File: config.mk
export PLATFORM = sky130hd
export DESIGN_NAME = eviction_buffer
export DESIGN_NICKNAME = d
export VERILOG_FILES = /design/src/rtl/eviction_buffer_pkg.sv /design/src/rtl/evb_fifo.sv /design/src/rtl/eviction_buffer.sv
export SDC_FILE = /design/constraint.sdc
export NUM_CORES = 1
export LEC_CHECK = 0
export ABC_AREA = 1
export CORE_AREA = 2 2 235 213
export CTS_CLUSTER_SIZE = 30
export DETAILED_ROUTE_END_ITERATION = 8
export DIE_AREA = 0 0 237 215
export GPL_TIMING_DRIVEN = 0
export PLACE_DENSITY = 0.8
export SETUP_SLACK_MARGIN = 0.4
export SLEW_MARGIN = 20
export SYNTH_ARGS = -nofsm -noshare
export SYNTH_HDL_FRONTEND = slang
export SYNTH_SLANG_ARGS = --single-unit
File: constraint.sdc
create_clock -name clk -period 12.9 [get_ports clk]
set_input_delay 1.935 -clock clk [delete_from_list [all_inputs] [get_ports clk]]
set_output_delay 1.935 -clock clk [all_outputs]
set_load 0.05 [all_outputs]
File: src/rtl/eviction_buffer_pkg.sv
// Shared types for the L1 write-back eviction buffer.
// Line tags, buffered entry layout and FSM state encoding.
package eviction_buffer_pkg;

    typedef logic [15:0]  lc3b_word;
    typedef logic [127:0] lc3b_8words;
    typedef logic [11:0]  lc3b_line_tag;

    typedef struct packed {
        lc3b_line_tag tag;
        lc3b_8words   data;
    } evb_entry_t;

    typedef enum logic [1:0] {
        IDLE,
        RD_MEM,
        WR_MEM,
        RESP
    } evb_state_t;

    function automatic lc3b_line_tag line_tag(input lc3b_word addr);
        return addr[15:4];
    endfunction

    function automatic lc3b_word line_addr(input lc3b_line_tag tag);
        return {tag, 4'b0000};
    endfunction

endpackage

File: src/rtl/evb_fifo.sv
// Circular line store for the eviction buffer.
// Tracks head/tail/count and does a parallel tag lookup.
module evb_fifo
    import eviction_buffer_pkg::*;
#(
    parameter int DEPTH = 2,
    localparam int AW = $clog2(DEPTH)
) (
    input  logic         clk,
    input  logic         rst_n,
    input  logic         push,
    input  lc3b_line_tag push_tag,
    input  lc3b_8words   push_data,
    input  logic         pop,
    input  logic         ovr,
    input  logic [AW-1:0] ovr_idx,
    input  lc3b_8words   ovr_data,
    input  lc3b_line_tag lookup_tag,
    output logic         match,
    output logic [AW-1:0] match_idx,
    output lc3b_8words   match_data,
    output lc3b_line_tag head_tag,
    output lc3b_8words   head_data,
    output logic [AW:0]  count,
    output logic         full,
    output logic         empty
);

    evb_entry_t     entries [DEPTH];
    logic [AW-1:0]  head;
    logic [AW-1:0]  tail;
    logic [DEPTH-1:0] vld;

    // An entry is live when its distance from head is below count.
    always_comb begin
        vld = '0;
        for (int i = 0; i < DEPTH; i++) begin
            vld[i] = ({1'b0, AW'(AW'(i) - head)} < count);
        end
    end

    // Parallel tag compare; coalescing keeps any hit unique.
    always_comb begin
        match     = 1'b0;
        match_idx = '0;
        for (int i = 0; i < DEPTH; i++) begin
            if (vld[i] && entries[i].tag == lookup_tag) begin
                match     = 1'b1;
                match_idx = AW'(i);
            end
        end
    end

    assign match_data = entries[match_idx].data;
    assign head_tag   = entries[head].tag;
    assign head_data  = entries[head].data;
    assign full       = (count == (AW+1)'(DEPTH));
    assign empty      = (count == '0);

    // Line storage: append at tail or rewrite a hit in place.
    always_ff @(posedge clk) begin
        if (push) begin
            entries[tail] <= '{tag: push_tag, data: push_data};
        end
        if (ovr) begin
            entries[ovr_idx].data <= ovr_data;
        end
    end

    // Pointer and occupancy bookkeeping.
    always_ff @(posedge clk) begin
        if (!rst_n) begin
            head  <= '0;
            tail  <= '0;
            count <= '0;
        end else begin
            if (push) begin
                tail <= tail + AW'(1);
            end
            if (pop) begin
                head <= head + AW'(1);
            end
            count <= count + (AW+1)'(push) - (AW+1)'(pop);
        end
    end

endmodule

File: src/rtl/eviction_buffer.sv
// Write-back buffer between the L1 cache and physical memory.
// Absorbs evictions, forwards read hits, drains when idle.
module eviction_buffer
    import eviction_buffer_pkg::*;
#(
    parameter int DEPTH = 2
) (
    input  logic         clk,
    input  logic         rst_n,
    input  logic         mem_read,
    input  logic         mem_write,
    input  logic [15:0]  mem_address,
    input  logic [127:0] mem_wdata,
    output logic         mem_resp,
    output logic [127:0] mem_rdata,
    output logic         pmem_read,
    output logic         pmem_write,
    output logic [15:0]  pmem_address,
    output logic [127:0] pmem_wdata,
    input  logic         pmem_resp,
    input  logic [127:0] pmem_rdata
);

    localparam int AW = $clog2(DEPTH);

    evb_state_t     state;
    evb_state_t     state_n;
    logic           resp_n;
    lc3b_8words     rdata_n;
    logic           pread_n;
    logic           pwrite_n;
    lc3b_word       paddr_n;
    lc3b_8words     pwdata_n;

    logic           push;
    logic           pop;
    logic           ovr;
    logic           match;
    logic [AW-1:0]  match_idx;
    lc3b_8words     match_data;
    lc3b_line_tag   head_tag;
    lc3b_8words     head_data;
    logic [AW:0]    count;
    logic           full;
    logic           empty;
    lc3b_line_tag   req_tag;
    logic           unused_low;

    assign req_tag    = line_tag(mem_address);
    assign unused_low = ^{mem_address[3:0], count};

    evb_fifo #(
        .DEPTH(DEPTH)
    ) u_fifo (
        .clk       (clk),
        .rst_n     (rst_n),
        .push      (push),
        .push_tag  (req_tag),
        .push_data (mem_wdata),
        .pop       (pop),
        .ovr       (ovr),
        .ovr_idx   (match_idx),
        .ovr_data  (mem_wdata),
        .lookup_tag(req_tag),
        .match     (match),
        .match_idx (match_idx),
        .match_data(match_data),
        .head_tag  (head_tag),
        .head_data (head_data),
        .count     (count),
        .full      (full),
        .empty     (empty)
    );

    // Next state, next output register values and FIFO controls.
    always_comb begin
        state_n  = state;
        resp_n   = 1'b0;
        rdata_n  = mem_rdata;
        pread_n  = pmem_read;
        pwrite_n = pmem_write;
        paddr_n  = pmem_address;
        pwdata_n = pmem_wdata;
        push     = 1'b0;
        pop      = 1'b0;
        ovr      = 1'b0;
        unique case (state)
            IDLE: begin
                if (mem_write) begin
                    if (match) begin
                        ovr     = 1'b1;
                        resp_n  = 1'b1;
                        state_n = RESP;
                    end else if (!full) begin
                        push    = 1'b1;
                        resp_n  = 1'b1;
                        state_n = RESP;
                    end else begin
                        pwrite_n = 1'b1;
                        paddr_n  = line_addr(head_tag);
                        pwdata_n = head_data;
                        state_n  = WR_MEM;
                    end
                end else if (mem_read) begin
                    if (match) begin
                        rdata_n = match_data;
                        resp_n  = 1'b1;
                        state_n = RESP;
                    end else begin
                        pread_n = 1'b1;
                        paddr_n = line_addr(req_tag);
                        state_n = RD_MEM;
                    end
                end else if (!empty) begin
                    pwrite_n = 1'b1;
                    paddr_n  = line_addr(head_tag);
                    pwdata_n = head_data;
                    state_n  = WR_MEM;
                end
            end
            RD_MEM: begin
                if (pmem_resp) begin
                    rdata_n = pmem_rdata;
                    pread_n = 1'b0;
                    resp_n  = 1'b1;
                    state_n = RESP;
                end
            end
            WR_MEM: begin
                if (pmem_resp) begin
                    pop      = 1'b1;
                    pwrite_n = 1'b0;
                    state_n  = IDLE;
                end
            end
            RESP: begin
                state_n = IDLE;
            end
            default: begin
                state_n = IDLE;
            end
        endcase
    end

    // State and output registers; reset abandons any pmem transfer.
    always_ff @(posedge clk) begin
        if (!rst_n) begin
            state        <= IDLE;
            mem_resp     <= 1'b0;
            mem_rdata    <= '0;
            pmem_read    <= 1'b0;
            pmem_write   <= 1'b0;
            pmem_address <= '0;
            pmem_wdata   <= '0;
        end else begin
            state        <= state_n;
            mem_resp     <= resp_n;
            mem_rdata    <= rdata_n;
            pmem_read    <= pread_n;
            pmem_write   <= pwrite_n;
            pmem_address <= paddr_n;
            pmem_wdata   <= pwdata_n;
        end
    end

endmodule

==> out/summary.txt <==
status - finished clean
Die Footprint - 51000 µm²
IO Pins - 552
crit start category - primary input
total setup buffers inserted after CTS - 0
PnR worst setup slack - 8.05 ns
HPWL Detailed - 61300 µm
Total Routing Usage GR - 32.4%
first-pass GRT wire length - 126000 µm
post-synth cell types - 29
sequential fraction of the synthesis area - 57.0%
CTS tree - yes
post-layout min period - 4.85 ns
clk buf depth - 3
worst-skew pair later-pin latency - 0.62 ns
#FFs+latches synth - 558
Die Width - 237 µm
Max-Cap Viols - 0
GP Congestion - 0.925
initial antenna violation count - 27
CP cell instances - clkdlybuf4s50_1, xnor2_1, nand2_1, nor2_1, nand3_1, nand2_1, nand2_1, nand2_1, o21ai_0, a21oi_4, buf_16, buf_16, buf_8, buf_16
most used cell, CP - nand2_1
vias in the first global route - 21600
commonest non-fill, non-tap cells in the layout - nand2_1, clkdlybuf4s50_1, nand3_1
final WL - 85100 µm
GR Overflow Total - 0
Final period util - 37.6%
crit-path max FO - 21
Initial DRC Count - 2200
crit path kind - primary input to flip-flop
total power - 0.00545 W
Crit-path slowest cell - clkdlybuf4s50_1
NumNets Final - 3633
Pre-Repair DR Iteration Count - 7
hold crit path type - flip-flop to flip-flop
CTS Sinks - 558
area leader, netlist - edfxtp_1
Sum Neg Setup Slack - 0 ns
layout cells sized above 1 - 14.1%
row count - 77
Area Overhead vs Synth - 34.6%
Crit path largest cell delay - 0.71 ns
P per Cell Area - 165 nW/µm²
Residual DRC - 0
largest cells by area after synthesis - edfxtp_1, dfxtp_1, nand2_1, nand3_1, mux2_2
endpoints failing setup - 0
CP Data Arrival Time - 5.17 ns
Die Y - 215 µm
Crit path required time - 13.21 ns
Mapped Cells - 2741
Max H-tree Level - 2
Synth top area share - 34.3%
unrepaired setup endpoints after global routing - false
Critical Path End Type - flip-flop
Final ANT Viol Nets - 0
TritonCTS Buffers - 57
Worst-path clk slew - 0.06 ns
FMAX - 0.206 GHz
cts hold-fix bufs - 0
Vias - 22200
hold path depth - 2
Final Hold Vio Count - 0
Leak Pwr - 12.7 nW
core area - 48700 µm²
Syn. warnings - 0
Clock Skew - 0.0203 ns
vias per inst - 5.48
Gates resized, CTS repair - 0
Initial Utilization - 50.4%
CTS root buffer - clkbuf_16
VDD IR max - 108 µV
mapped cell area - 24500 µm²
Final Max Tran Viols - 0
slew margin rel. - 25.6%
largest net degree at the start of global routing - 66
final core occ - 67.8%
drt wl/cell - 21.0 µm
average cell area after synthesis - 8.94 µm²
port bufs - 542
commonest non-fill, non-tap cell in the layout - nand2_1
pre-CTS setup slack - 7.45 ns
worst-margin pin slew - 1.12 ns
worst reg2reg path depth - 13
registers in the layout (all words and copies together) (netlist names), named ones only:
signal and cells:
u_fifo.tail 1, state 2, pmem_wdata 128, u_fifo.entries 280
mem_resp 1, pmem_write 1, pmem_read 1, u_fifo.head 1
u_fifo.count 2, pmem_address 12, mem_rdata 128
area by class of cell:
class | count | area (µm²)
Multi-Input combinational cell | 1930 | 9390
Sequential cell | 558 | 14000
Fill cell | 3713 | 15700
Clock buffer | 90 | 1790
Tap cell | 632 | 791
Antenna cell | 22 | 55.1
Timing Repair Buffer | 551 | 5660
Clock inverter | 17 | 145
Inverter | 61 | 236
Buffer | 195 | 936
routing by layer:
layer	vias to the layer above	routed length, µm	global-route usage, %
met5	-	85	0
met4	12	4430	17.0
met3	254	7140	7.15
met2	1092	39600	52.0
met1	10500	33800	41.2
li1	10300	-	-
Yosys cell counts (all sizes together):
library cell  count
nand2           764
nand3           395
nor2            316
edfxtp          280
dfxtp           278
a21oi           140
mux2            128
or2             128
buf             117
clkbuf           78
inv              61
o21ai            29
xnor2            11
xor2              4
nor3              3
ha                2
mux2i             2
o21bai            2
conb              1
nand3b            1
o31ai             1
power by group:
| group | leakage (nW) | internal (W) | switching (W) |
|---|---|---|---|
| registers | 4.84 | 0.00209 | 0.000109 |
| logic | 6.94 | 0.000561 | 0.00100 |
| clock network | 0.961 | 0.000989 | 0.000705 |
| total | 12.7 | 0.00364 | 0.00182 |
per-stage QoR:
stage	area, µm²	hold WS [ns]	cells
after detailed placement	31000	0.452	3927
after floorplan	24500	0.455	2744
after global routing	33000	0.484	4052
after global placement	30700	0.449	3918
after CTS	32900	0.460	4034
final	33000	0.461	4056
kinds of logic (layout without fill, tap and decap cells):
kind of cell               Yosys count  count (layout)  share of synthesized area (%)
adders and majority gates            2               2                          0.102
xor gates and xnor gates            15              15                          0.536
DFF                                558             558                           57.0
other                                1              26                         0.0153
buffers and inverters              256             914                           4.74
muxes                              130             130                           5.96
and+or+nand+nor                   1607            1607                           28.1
AOI/OAI and AO/OA                  172             172                           3.54
critical path, delay by kind of cell:
kind,cells,cell delay [ns]
AOI/OAI and AO/OA,2,0.80
buffers and inverters,5,1.47
xor gates and xnor gates,1,0.17
and+or+nand+nor,6,0.75
path summary, 6_finish.rpt:
kind | startpoint | end | slack [ns]
setup / recovery | mem_address[8] | u_fifo.entries[0][21] | 8.05
hold / removal | pmem_wdata[80] | pmem_wdata[80] | 0.46
setup reg to reg | u_fifo.entries[1][131] | u_fifo.entries[0][21] | 9.57
hold reg to reg | pmem_wdata[80] | pmem_wdata[80] | 0.46
(Power assumes the default switching activity.)
==> edit: new RTL, config.mk and constraints unchanged <==
Add an input register stage for `pmem_rdata`, without a reset; this delays it by one clock. The other inputs are not delayed to match.
--- a/src/rtl/eviction_buffer.sv
+++ b/src/rtl/eviction_buffer.sv
@@ -24,2 +24,8 @@
     localparam int AW = $clog2(DEPTH);
+
+    logic [127:0] pmem_rdata_q;
+
+    always_ff @(posedge clk) begin
+        pmem_rdata_q <= pmem_rdata;
+    end
 
@@ -122,3 +128,3 @@
                 if (pmem_resp) begin
-                    rdata_n = pmem_rdata;
+                    rdata_n = pmem_rdata_q;
                     pread_n = 1'b0;
Check against the original RTL: not settled (the Yosys comparison gave no result); the edit may change what the design does.
==> edit against the unedited design <==
Sequential power rose by 19%; largest power group unchanged; synthesized area rose by 8.8%; maximum frequency fell by 3.4%; sequential share of layout area rose by 4.1 points; cell count rose by 1.0%; sequential cell count rose by 128; final area rose by 7.8%; wire length rose by 2.7%; setup slack got worse by 170 ps; highest routed layer unchanged; power rose by 14%.
==> edit: results (changes against the unedited design) <==
* Worst slew pin tran at 1100 ps (was 1120 ps)
* Setup WS pre-CTS at 7350 ps (was 7450 ps)
* CP arrival at 5340 ps (was 5170 ps)
* Post-synth top cells: nand2_1, dfxtp_1, nand3_1 (was nand2_1, nand3_1, nor2_1)
* PostCTS Resize Cnt at 0 (unchanged)
* Wl on met1 at 34.1 mm (was 33.8 mm)
* Clk slew on worst S/H paths at 60 ps (about the same)
* Bufs on Longest Clock Path at 3 (unchanged)
* Number of enable flip-flop cells after synthesis at 280 (unchanged)
* Switch share at 31.7% (was 33.3%)
* Worst min-delay path class: flip-flop to flip-flop (unchanged)
* Synth Area in XOR/XNOR at 0.131% (was 0.536%)
* Synth Area in Adders at 0.0939% (was 0.102%)
* Most flops, register: u_fifo.entries (unchanged)
* Register area share after synthesis at 62.0% (was 57.0%)
* Synth area leaders: edfxtp_1, dfxtp_1, nand2_1 (unchanged)
* Met2 WL at 41.7 mm (was 39.6 mm)
* IR drop worst, VDD at 0.000140 V (was 0.000108 V)
* I/O Buffers at 543 (was 542)
* Leak at 13.6 nW (was 12.7 nW)
* CP max FO at 20 (was 21)
* Post-Synthesis Cells at 2767 (was 2741)
* First-pass GRT wire length at 129 mm (was 126 mm)
* Largest net degree at the start of global routing at 71 (was 66)
* Iteration-0 DRC count of the detailed router at 2170 (was 2200)
* Yosys cell types at 32 (was 29)
* Post-CTS setup buffer count at 0 (unchanged)
* Cell count after placement at 3953 (was 3927)
* Status: complete, no violations (unchanged)
* Hold buffer count at cts at 0 (unchanged)
* DR WL met3 at 7.62 mm (was 7.14 mm)
* Ys async rst share at 0% (unchanged)
* Tot GR Track Use at 33.3% (was 32.4%)
* Share of layout cells above drive strength 1 at 11.4% (was 14.1%)
* Top Layer Used: met5 (unchanged)
* Post-synth top flop: dfxtp_1 (was edfxtp_1)
* Post-Layout Cell Count at 4098 (was 4056)
* Nets at 3672 (was 3633)
* Mux cell area share after synthesis at 5.41% (was 5.96%)
* Avg WL per Cell at 21.3 um (was 21.0 um)
* Initial antenna violation count at 23 (was 27)
* Num CTS Buffers at 70 (was 57)
* Vias in the first global route at 22100 (was 21600)
* Average vias per placed instance at 5.60 (was 5.48)
* Fin Clk Skew at 25.0 ps (was 20.3 ps)
* Dpl hpwl at 61.8 mm (was 61.3 mm)
* DRT Pass-1 Iters at 6 (was 7)
* Complex-gate fraction of the synthesized area at 5.70% (was 3.54%)
* Root Driver: clkbuf_16 (unchanged)
* Depth of the CTS H-tree at 3 (was 2)
* Max reg flops at 280 (unchanged)
* Synth Warn # at 0 (unchanged)
* Clock latency at the later pin of the worst-skew pair at 620 ps (about the same)
* Gpl congestion at 0.943 (was 0.925)
## edit: cell count changes in the layout (fill, tap and decap cells not counted), moves of 4 or more
cell | before | now
buf_4 | 23 | 72
clkbuf_1 | 91 | 75
xnor2_1 | 11 | 3
clkinv_1 | 2 | 7
clkbuf_16 | 62 | 78
nand3_1 | 395 | 391
nand2_1 | 761 | 665
buf_2 | 80 | 33
inv_2 | 7 | 15
diode_2 | 22 | 15
dfxtp_1 | 278 | 406
buf_6 | 2 | 10
or2_2 | 128 | 0
o21ai_0 | 26 | 156
## edit: power by group through the flow
stage	sequential, mW	combinational, mW	clock (mW)
2_1_floorplan	2.99	0.596	0
3_3_place_gp	2.69	1.43	0
3_5_place_dp	2.66	1.50	0
4_1_cts	2.61	1.51	2.10
5_1_grt	2.64	1.61	2.18
6_report	2.62	1.52	2.10
## edit: kinds of logic (layout without fill, tap and decap cells)
family          after synthesis  count (layout)
simple gates               1382            1382
flops                       686             686
compound gates              302             302
buf+inv                     262             943
mux                         128             128
xor+xnor                      4               4
fa+ha+maj                     2               2
other cells                   1              19
## edit: through the flow
stage | area, sq um | utilization [%]
5_1_grt | 35500 | 73.1
4_1_cts | 35500 | 73.0
3_3_place_gp | 32900 | 67.6
6_report | 35600 | 73.1
2_1_floorplan | 26700 | -
3_5_place_dp | 33100 | 68.1
## edit: worst paths after layout
check / from / endpoint / slack, ps / depth (start not counted)
worst min-delay path: pmem_wdata[100] / pmem_wdata[100] / 460 / 2
worst max-delay path: mem_address[5] / u_fifo.entries[0][23] / 7880 / 17
worst max register to register: u_fifo.entries[0][135] / u_fifo.entries[0][23] / 9480 / 15
worst min register to register: pmem_wdata[100] / pmem_wdata[100] / 460 / 2
## edit: critical path, cell delays in order
cell	delay (ps)
clkdlybuf4s50_1	690
inv_2	60
nand2_1	90
nand2_1	60
nor2_1	100
nand2_1	60
nor2_1	140
nand2_1	120
nand2_1	100
nand3_1	200
nand2_1	130
o21ai_0	180
a21oi_4	640
buf_16	240
buf_16	190
buf_16	190
buf_16	190
## edit: area by class of cell
class	count	area [sq um]
inverter	67	259
fill	3349	13100
clock buffer	102	2150
clock inverter	28	239
timing repair buffer	551	5640
sequential	686	16500
multi-input combinational	1822	8780
buffer	195	1120
tap	632	791
antenna	15	37.5
## edit: routing by layer
| metal | vias up | global-route usage [%] |
|---|---|---|
| met5 | - | 0 |
| met4 | 8 | 15.7 |
| met3 | 244 | 8.97 |
| met2 | 1128 | 54.6 |
| met1 | 11000 | 41.1 |
| li1 | 10600 | - |
